File: config.mk
export PLATFORM = sky130hd
export DESIGN_NAME = reg_cmd_deframer
export DESIGN_NICKNAME = d
export VERILOG_FILES = /design/src/rtl/spi_cmd_pkg.sv /design/src/rtl/cmd_tx_shifter.sv /design/src/rtl/reg_cmd_deframer.sv
export SDC_FILE = /design/constraint.sdc
export NUM_CORES = 1
export LEC_CHECK = 0
export BUFFER_PORTS_ARGS = -buffer_cell sky130_fd_sc_hd__clkbuf_2
export CELL_PAD_IN_SITES_DETAIL_PLACEMENT = 1
export CELL_PAD_IN_SITES_GLOBAL_PLACEMENT = 1
export CORE_AREA = 2 2 130 132
export DETAILED_ROUTE_END_ITERATION = 10
export DIE_AREA = 0 0 132 134
export GPL_ROUTABILITY_DRIVEN = 0
export PLACE_DENSITY = 0.9
export SETUP_SLACK_MARGIN = 0.2
export SLEW_MARGIN = 20
export SYNTH_ARGS = -nofsm -noshare
export SYNTH_HDL_FRONTEND = slang
export SYNTH_SLANG_ARGS = --single-unit
export TNS_END_PERCENT = 100
File: constraint.sdc
create_clock -name clk -period 4.2 [get_ports clk]
set_input_delay 0.21 -clock clk [delete_from_list [all_inputs] [get_ports clk]]
set_output_delay 0.21 -clock clk [all_outputs]
set_load 0.05 [all_outputs]
File: src/rtl/spi_cmd_pkg.sv
// spi_cmd_pkg: deframer states, header bit layout and default payload size.
package spi_cmd_pkg;
   typedef enum logic [2:0] {S_IDLE, S_DATA, S_ISSUE, S_READ, S_TX, S_DRAIN} state_e;
   localparam int RW_BIT = 7;
   localparam int ADDR_MSB = 6;
   localparam int ADDR_LSB = 0;
   localparam int DATA_BYTES_DEF = 8;
endpackage

File: src/rtl/cmd_tx_shifter.sv
// cmd_tx_shifter: parallel-load read-data serializer, MSB byte first, valid/ready per byte.
module cmd_tx_shifter import spi_cmd_pkg::*; #(
   parameter int N = DATA_BYTES_DEF
) (
   input  logic           clk,
   input  logic           rst_n,
   input  logic           clr,
   input  logic           load,
   input  logic [N*8-1:0] din,
   input  logic           tx_ready,
   output logic           tx_valid,
   output logic [7:0]     tx_byte,
   output logic           done
);
   localparam int CW = $clog2(N + 1);
   logic [N*8-1:0] sh_q, sh_d;
   logic [CW-1:0] cnt_q, cnt_d;
   logic valid_q, valid_d;
   logic xfer;
   assign xfer = valid_q && tx_ready;
   assign done = xfer && cnt_q == '0 && !clr;
   assign tx_valid = valid_q;
   assign tx_byte = sh_q[N*8-1 -: 8];
   // cnt_q counts bytes still to follow the one currently presented
   always_comb begin
      sh_d = sh_q;
      cnt_d = cnt_q;
      valid_d = valid_q;
      if (clr) begin
         sh_d = '0;
         cnt_d = '0;
         valid_d = 1'b0;
      end else if (load) begin
         sh_d = din;
         cnt_d = CW'(N - 1);
         valid_d = 1'b1;
      end else if (xfer) begin
         sh_d = sh_q << 8;
         cnt_d = cnt_q - 1'b1;
         valid_d = cnt_q != '0;
      end
   end
   always_ff @(posedge clk or negedge rst_n) begin
      if (!rst_n) begin
         sh_q <= '0;
         cnt_q <= '0;
         valid_q <= 1'b0;
      end else begin
         sh_q <= sh_d;
         cnt_q <= cnt_d;
         valid_q <= valid_d;
      end
   end
endmodule

File: src/rtl/reg_cmd_deframer.sv
// reg_cmd_deframer: turns chip-select framed header/payload bytes into register
// read/write commands and streams read data back, counting aborted frames.
module reg_cmd_deframer import spi_cmd_pkg::*; #(
   parameter int DATA_BYTES = DATA_BYTES_DEF,
   parameter int ABORT_CNT_W = 8
) (
   input  logic                    clk,
   input  logic                    rst_n,
   input  logic                    frame_start,
   input  logic                    frame_end,
   input  logic                    rx_valid,
   input  logic [7:0]              rx_byte,
   output logic                    rx_ready,
   output logic                    tx_valid,
   output logic [7:0]              tx_byte,
   input  logic                    tx_ready,
   output logic                    cmd_valid,
   output logic                    cmd_rw,
   output logic [6:0]              cmd_addr,
   output logic [DATA_BYTES*8-1:0] cmd_wdata,
   input  logic [DATA_BYTES*8-1:0] cmd_rdata,
   output logic [ABORT_CNT_W-1:0]  abort_count
);
   localparam int W = DATA_BYTES * 8;
   localparam int CW = $clog2(DATA_BYTES + 1);
   state_e state_q, state_d;
   logic [CW-1:0] cnt_q, cnt_d;
   logic [6:0] addr_q, addr_d;
   logic [W-1:0] wdata_q, wdata_d;
   logic [ABORT_CNT_W-1:0] abort_q, abort_d;
   logic cmd_valid_q, cmd_valid_d, cmd_rw_q, cmd_rw_d;
   logic rx_acc, frame_evt, in_frame, abort, tx_done;
   assign rx_ready = state_q inside {S_IDLE, S_DATA, S_DRAIN};
   assign rx_acc = rx_valid && rx_ready;
   assign frame_evt = frame_start || frame_end;
   assign in_frame = state_q inside {S_DATA, S_READ, S_TX};
   assign cmd_valid = cmd_valid_q;
   assign cmd_rw = cmd_rw_q;
   assign cmd_addr = addr_q;
   assign cmd_wdata = wdata_q;
   assign abort_count = abort_q;
   cmd_tx_shifter #(.N(DATA_BYTES)) u_tx (
      .clk(clk), .rst_n(rst_n), .clr(frame_evt),
      .load(state_q == S_READ && !frame_evt), .din(cmd_rdata),
      .tx_ready(tx_ready), .tx_valid(tx_valid), .tx_byte(tx_byte), .done(tx_done)
   );
   // Any frame boundary wins over the byte handshake; a write already in ISSUE
   // has its command on the bus this cycle, so it completes rather than aborts.
   always_comb begin
      state_d = state_q;
      cnt_d = cnt_q;
      addr_d = addr_q;
      wdata_d = wdata_q;
      abort = 1'b0;
      if (frame_evt) begin
         state_d = S_IDLE;
         abort = in_frame;
      end else begin
         case (state_q)
            S_IDLE: if (rx_acc) begin
               addr_d = rx_byte[ADDR_MSB:ADDR_LSB];
               cnt_d = '0;
               state_d = rx_byte[RW_BIT] ? S_READ : S_DATA;
            end
            S_DATA: if (rx_acc) begin
               wdata_d = W'({wdata_q, rx_byte});
               cnt_d = cnt_q + 1'b1;
               state_d = (cnt_q == CW'(DATA_BYTES - 1)) ? S_ISSUE : S_DATA;
            end
            S_ISSUE: state_d = S_DRAIN;
            S_READ:  state_d = S_TX;
            S_TX:    state_d = tx_done ? S_DRAIN : S_TX;
            default: state_d = state_q;
         endcase
      end
      abort_d = (abort && abort_q != '1) ? abort_q + 1'b1 : abort_q;
      cmd_valid_d = state_d inside {S_ISSUE, S_READ};
      cmd_rw_d = state_d == S_READ;
   end
   always_ff @(posedge clk or negedge rst_n) begin
      if (!rst_n) begin
         state_q <= S_IDLE;
         cnt_q <= '0;
         addr_q <= '0;
         wdata_q <= '0;
         abort_q <= '0;
         cmd_valid_q <= 1'b0;
         cmd_rw_q <= 1'b0;
      end else begin
         state_q <= state_d;
         cnt_q <= cnt_d;
         addr_q <= addr_d;
         wdata_q <= wdata_d;
         abort_q <= abort_d;
         cmd_valid_q <= cmd_valid_d;
         cmd_rw_q <= cmd_rw_d;
      end
   end
endmodule

# Word-level counts from Yosys, hierarchy flattened

Index checks and enable logic that the tools add are counted.

Bitwise logic cells: 1
Equality and inequality tests: 11
Muxes and demuxes: 20
Divide/modulo/power cells: 0
$lt $le $gt $ge: 0
Add/sub/neg operators: 3
$mul: 0
Reduce and logical (&&, ||, !) cells: 19
Shift operators: 0

Operator list:

| kind                | count |
|---|---|
| $mux 64             | 3 |
| $mux 4              | 5 |
| $pmux 3 s5          | 1 |
| $eq 3x2->1 const B  | 4 |
| $mux 3              | 3 |
| $reduce_bool 3->1   | 3 |
| $add 8x1->8 const B | 1 |
| $ne 8x8->1 const B  | 1 |
| $pmux 4 s2          | 1 |
| $eq 3x3->1 const B  | 2 |
| $logic_and 1x1->1   | 6 |
| $reduce_and 3->1    | 2 |
| $mux 1              | 5 |
| $add 4x1->4 const B | 1 |
| $eq 4x3->1 const B  | 1 |
| $logic_not 4->1     | 1 |
| $mux 2              | 2 |
| $ne 2x2->1 const B  | 2 |
| $reduce_and 4->1    | 1 |
| $reduce_bool 2->1   | 2 |
| $reduce_bool 4->1   | 1 |
| $sub 4x1->4 const B | 1 |
| $eq 3x1->1 const B  | 1 |
| $logic_not 3->1     | 1 |
| 3 further kinds     | 3 |

Bits in read-only memories: 0
Output and inout port bits: 91
Bits in registers: 157
Memories: 0
Bits in writable memories: 0
Bits in latches: 0

# Longest topological paths before layout

Depth in word-level cells: 8
Mapped depth: 6
Mapped depth without buffers: 6

# Hierarchy

A second synthesis with hierarchy kept.

Cell total of the unflattened synthesis: 625
Area total of the unflattened synthesis: 7224.4 sq um

Modules (own cells, without submodules):

| module           | times used | cells each | sequential area each (sq um) | area an instance (sq um) |
|---|---|---|---|---|
| reg_cmd_deframer | 1          | 235        | 2202.1                       | 3812.4 |
| cmd_tx_shifter   | 1          | 390        | 1726.7                       | 3412.0 |

# Worst setup path after synthesis

Ideal clock, no wire load.

Path kind: register to register
Start point: register state_q[1]
End point: register abort_q[1] (netlist: abort_count[1])
Slack: 2.430 ns
Required time: 4.075 ns
Stages on the path, launching flop included: 6
Arrival time: 1.645 ns
Cell sequence: dfrtp_1 -> buf_6 -> or3b_4 -> a21oi_1 -> and2_1 -> mux2_2

Longest elaborated chain between the ends: 4
Elaborated cells on any way between the ends: 6

Ends and longest elaborated chain:

| element                                  | RTL line               | text |
|---|---|---|
| start, declared                          | reg_cmd_deframer.sv:26 | `state_e state_q, state_d;` |
| start signal, assigned                   | reg_cmd_deframer.sv:90 | `state_q <= state_d;` |
| $eq 3x1->1, or another cell as far along | reg_cmd_deframer.sv:36 | `assign in_frame = state_q inside {S_DATA, S_READ, S_TX};` |
| $reduce_bool 3->1 *                      | reg_cmd_deframer.sv:36 |  |
| $mux 1 *                                 | reg_cmd_deframer.sv:55 | `if (frame_evt) begin` |
| $logic_and 1x1->1 *                      | reg_cmd_deframer.sv:76 | `abort_d = (abort && abort_q != '1) ? abort_q + 1'b1 : abort_q;` |
| end signal, assigned                     | reg_cmd_deframer.sv:94 | `abort_q <= abort_d;` |
| end, declared                            | reg_cmd_deframer.sv:30 | `logic [ABORT_CNT_W-1:0] abort_q, abort_d;` |

Every way passes the cells marked *; elsewhere a longest branch is shown, timed or not.
A chain may end at the register's enable or synchronous reset.

# Worst setup path in the final report

Start point: register state_q[2]
End point: register u_tx.sh_q[50]

Longest elaborated chain between the ends: 4
Elaborated cells on any way between the ends: 5

Ends and longest elaborated chain:

| element              | RTL line               | text |
|---|---|---|
| $eq 3x2->1 *         | reg_cmd_deframer.sv:44 | `.load(state_q == S_READ && !frame_evt), .din(cmd_rdata),` |
| $logic_and 1x1->1 *  | reg_cmd_deframer.sv:44 |  |
| $mux 64              | cmd_tx_shifter.sv:33   | `end else if (load) begin` |
| $mux 64              | cmd_tx_shifter.sv:29   | `if (clr) begin` |
| end signal, assigned | cmd_tx_shifter.sv:45   | `sh_q <= '0;` |
| end signal, assigned | cmd_tx_shifter.sv:49   | `sh_q <= sh_d;` |
| end, declared        | cmd_tx_shifter.sv:16   | `logic [N*8-1:0] sh_q, sh_d;` |

Marks and branches as above.

==> results.md <==
* Fmax at 410 MHz
* Final Hold Fails at 0
* FF/Latch Area at 0.00393 mm²
* Cells after Synth at 628
* Worst-margin pin slew at 0.947 ns
* Hold Path Class: primary input to flip-flop
* Buf/Inv on CP at 2
* Critical-path cell list: inv_1, nand3_4, buf_4, nor2_1, a311oi_1
* Initial antenna violation count at 0
* Internal reg-to-reg setup slack at 1.76 ns
* Pre-Repair DR Iteration Count at 4
* Min cycle time layout at 2.44 ns
* Layout area overhead at 21.1%
* Clock tree buffer depth at 2
* Starting density of the core at 44.2%
* Global-route usage over all layers at 23.7%
* Antenna cells at 0
* Die Span X at 132 µm
* Antenna-violating nets left at 0
* Most used DFF post-synth: dfrtp_1
* Synth Net Count at 710
* Arr. time, crit path at 2.74 ns
* Worst vdd ir at 0.000284 V
* Crit path required time at 4.50 ns
* Total Wirelength at 20600 µm
* Final Cycle Share at 58.1%
* Nets at 851
* Vias in the first global route at 5871
* First-pass GRT wire length at 32600 µm
* Postcts setup bufs at 0
* Grt total ovfl at 0
* DP Area at 0.00808 mm²
* Kind of cell adding the most delay to the critical path: buffers and inverters
* Slowest stage delay, CP at 0.63 ns
* H-tree depth at 4
* Die Y at 134 µm
* YS warnings at 0
* Startpoint Class: flip-flop
* Reg-to-reg critical path endpoint: u_tx.sh_q[50]$_DFFE_PN0P_
* Status: finished clean
* Worst r2r src: state_q[2]$_DFF_PN0_
* FP Rows at 47
* Buffers on Ports at 168
* Fillers at 1794
* Io pins at 169
* Post-Layout Inst Area at 0.00871 mm²
* Synth Register Bits at 157
* Clock-pin slew on the worst setup and hold paths at 0.07 ns
* Yosys cell types at 42
* Multi-input logic area at 0.00294 mm²
* Largest net degree at the start of global routing at 102
* Hold depth at 3
* CTS Buf Count at 17
* Post-route setup TNS at 0 ns
* Final Slew Violations at 0
* Pre-CTS setup slack at 1.83 ns
* Critical-path top delay cell: buf_4
* CP max FO at 62
* Leading area contributor after synthesis: dfrtp_1
* Dpl cells at 965
* Worst reg-to-reg path cell count at 5
* Pwr dens at 448 mW/mm²
* RSZ-0062 raised after global routing: no
* Max Cap Viol at 0
* Synth top area share at 54.6%
* Share of cells above drive strength 1 at 37.5%
* Mean Syn Cell Area at 11.5 µm²
* Clock skew at 0.00937 ns
* Post-synth ARST share at 100%
* Dpl hpwl at 13800 µm
* Total core area at 0.0163 mm²
* Initial DRC count at 365
* Hold Crit Start: cmd_rdata[6]
* Post-synth EDFFs at 0
* CP Class: flip-flop to flip-flop
* Post-synth design cell area at 0.00720 mm²
* Drc violations at 0
* Root Buffer: clkbuf_16
* Area contributors post-synth: dfrtp_1 55%, mux2_4 13%, a311oi_1 6.8%
* Non-filler cells, final at 1002
* Per-cell routed wire length at 20.5 µm
* Count of final setup violators at 0
* PnR worst setup slack at 1.76 ns
* P_leak at 4.27 nW
* Nature of the critical path endpoint: flip-flop
* Register area share after synthesis at 54.6%
* Power after layout at 3.91 mW
* Clock Latency Late Sink at 0.43 ns
* CTS tree: built
* Hold Path End: u_tx.sh_q[6]$_DFFE_PN0P_
* Via/cell ratio at 5.54
* CTS sink cnt at 157
* Die ar. at 0.0177 mm²
* Max-slew headroom at 36.7%
* Vias at 5552
## synthesized netlist by cell type, types with 3 or more instances
| cell | instances |
|---|---|
| a21oi_1 | 15 |
| nor2_1 | 65 |
| buf_1 | 6 |
| nand4_1 | 3 |
| ha_1 | 4 |
| xnor2_1 | 4 |
| nand3_1 | 72 |
| mux2_2 | 12 |
| nand2b_1 | 5 |
| buf_6 | 8 |
| a311oi_1 | 56 |
| mux2_4 | 61 |
| o21ai_0 | 4 |
| dfrtp_1 | 157 |
| buf_2 | 6 |
| buf_4 | 9 |
| inv_1 | 5 |
| nand2_1 | 71 |
| clkbuf_1 | 31 |
| mux2i_1 | 3 |
## worst min-delay path: cells and delay by family
family / cells / cell delay (ns)
simple gates: 1 / 0.06
compound gates: 1 / 0.06
buf+inv: 1 / 0.08
## per-layer routing
layer | share of wire [%] | GRT usage [%] | vias to the layer above
met4 | 3.5 | 11.4 | 0
li1 | - | - | 2526
met1 | 40 | 27.7 | 2822
met3 | 3.1 | 4.20 | 47
met5 | 0 | 0 | -
met2 | 53 | 42.3 | 157
## cells in the final DEF, fill, tap and decap left out, drive strengths merged, types with 5 or more instances in the layout
cell type	Yosys	layout
nor2	65	65
buf	29	10
clkinv	0	6
a21oi	15	15
nand2	71	71
clkbuf	31	186
nand2b	5	5
mux2	73	73
dfrtp	157	157
dlygate4sd3	0	5
a311oi	56	56
inv	5	10
nand3	74	74
## area by class of cell
| type | count | area share [%] |
|---|---|---|
| clock buffer | 19 | 5.20 |
| tap | 220 | 3.16 |
| clock inverter | 13 | 1.51 |
| timing repair buffer | 182 | 11.1 |
| inverter | 5 | 0.215 |
| multi-input combinational | 406 | 33.8 |
| sequential | 157 | 45.1 |
## how the worst max path moves through the flow
stage	start	endpoint	slack, ns	depth (start not counted)
final	state_q[2]$_DFF_PN0_	u_tx.sh_q[50]$_DFFE_PN0P_	1.76	5
after global routing	state_q[2]$_DFF_PN0_	u_tx.sh_q[50]$_DFFE_PN0P_	1.57	5
after CTS	state_q[2]$_DFF_PN0_	u_tx.sh_q[50]$_DFFE_PN0P_	1.76	5
after detailed placement	state_q[0]$_DFF_PN0_	u_tx.sh_q[58]$_DFFE_PN0P_	1.83	4
after global placement	state_q[0]$_DFF_PN0_	cmd_wdata[29]$_DFFE_PN0P_	2.02	4
after floorplan	state_q[1]$_DFF_PN0_	abort_count[1]$_DFFE_PN0P_	2.43	5
## repair_timing
item                      4_1_cts  5_1_grt
hold buffers                    5        0
resized for setup               0        0
hold endpoints to repair      103        0
## sequential cells by signal, indices dropped and copies added (netlist names)
register	flops
u_tx.cnt_q	4
cmd_wdata	64
cmd_valid	1
cnt_q	4
u_tx.tx_valid	1
u_tx.sh_q	64
abort_count	8
state_q	3
cmd_rw	1
cmd_addr	7
## kinds of logic after synthesis
group	share of synthesized area (%)
fa+ha+maj	0.696
simple gates	14.8
xor+xnor	0.730
flops	54.6
buf+inv	4.80
mux	15.0
compound gates	9.32
## metrics by stage
stage                     hold WS [ns]  utilization, %
final                           0.0209            53.5
after CTS                      0.00936            53.5
after floorplan                -0.0856               -
after detailed placement         0.395            49.6
after global routing            0.0222            53.5
after global placement           0.386            49.6
## power by group
group | switching [mW] | total (mW) | internal [mW] | leakage (nW)
clock | 0.652 | 1.51 | 0.862 | 0.288
sequential | 0.0993 | 1.70 | 1.60 | 2.14
combinational | 0.497 | 0.692 | 0.195 | 1.84
No activity file was read; power rests on OpenSTA's default activity.
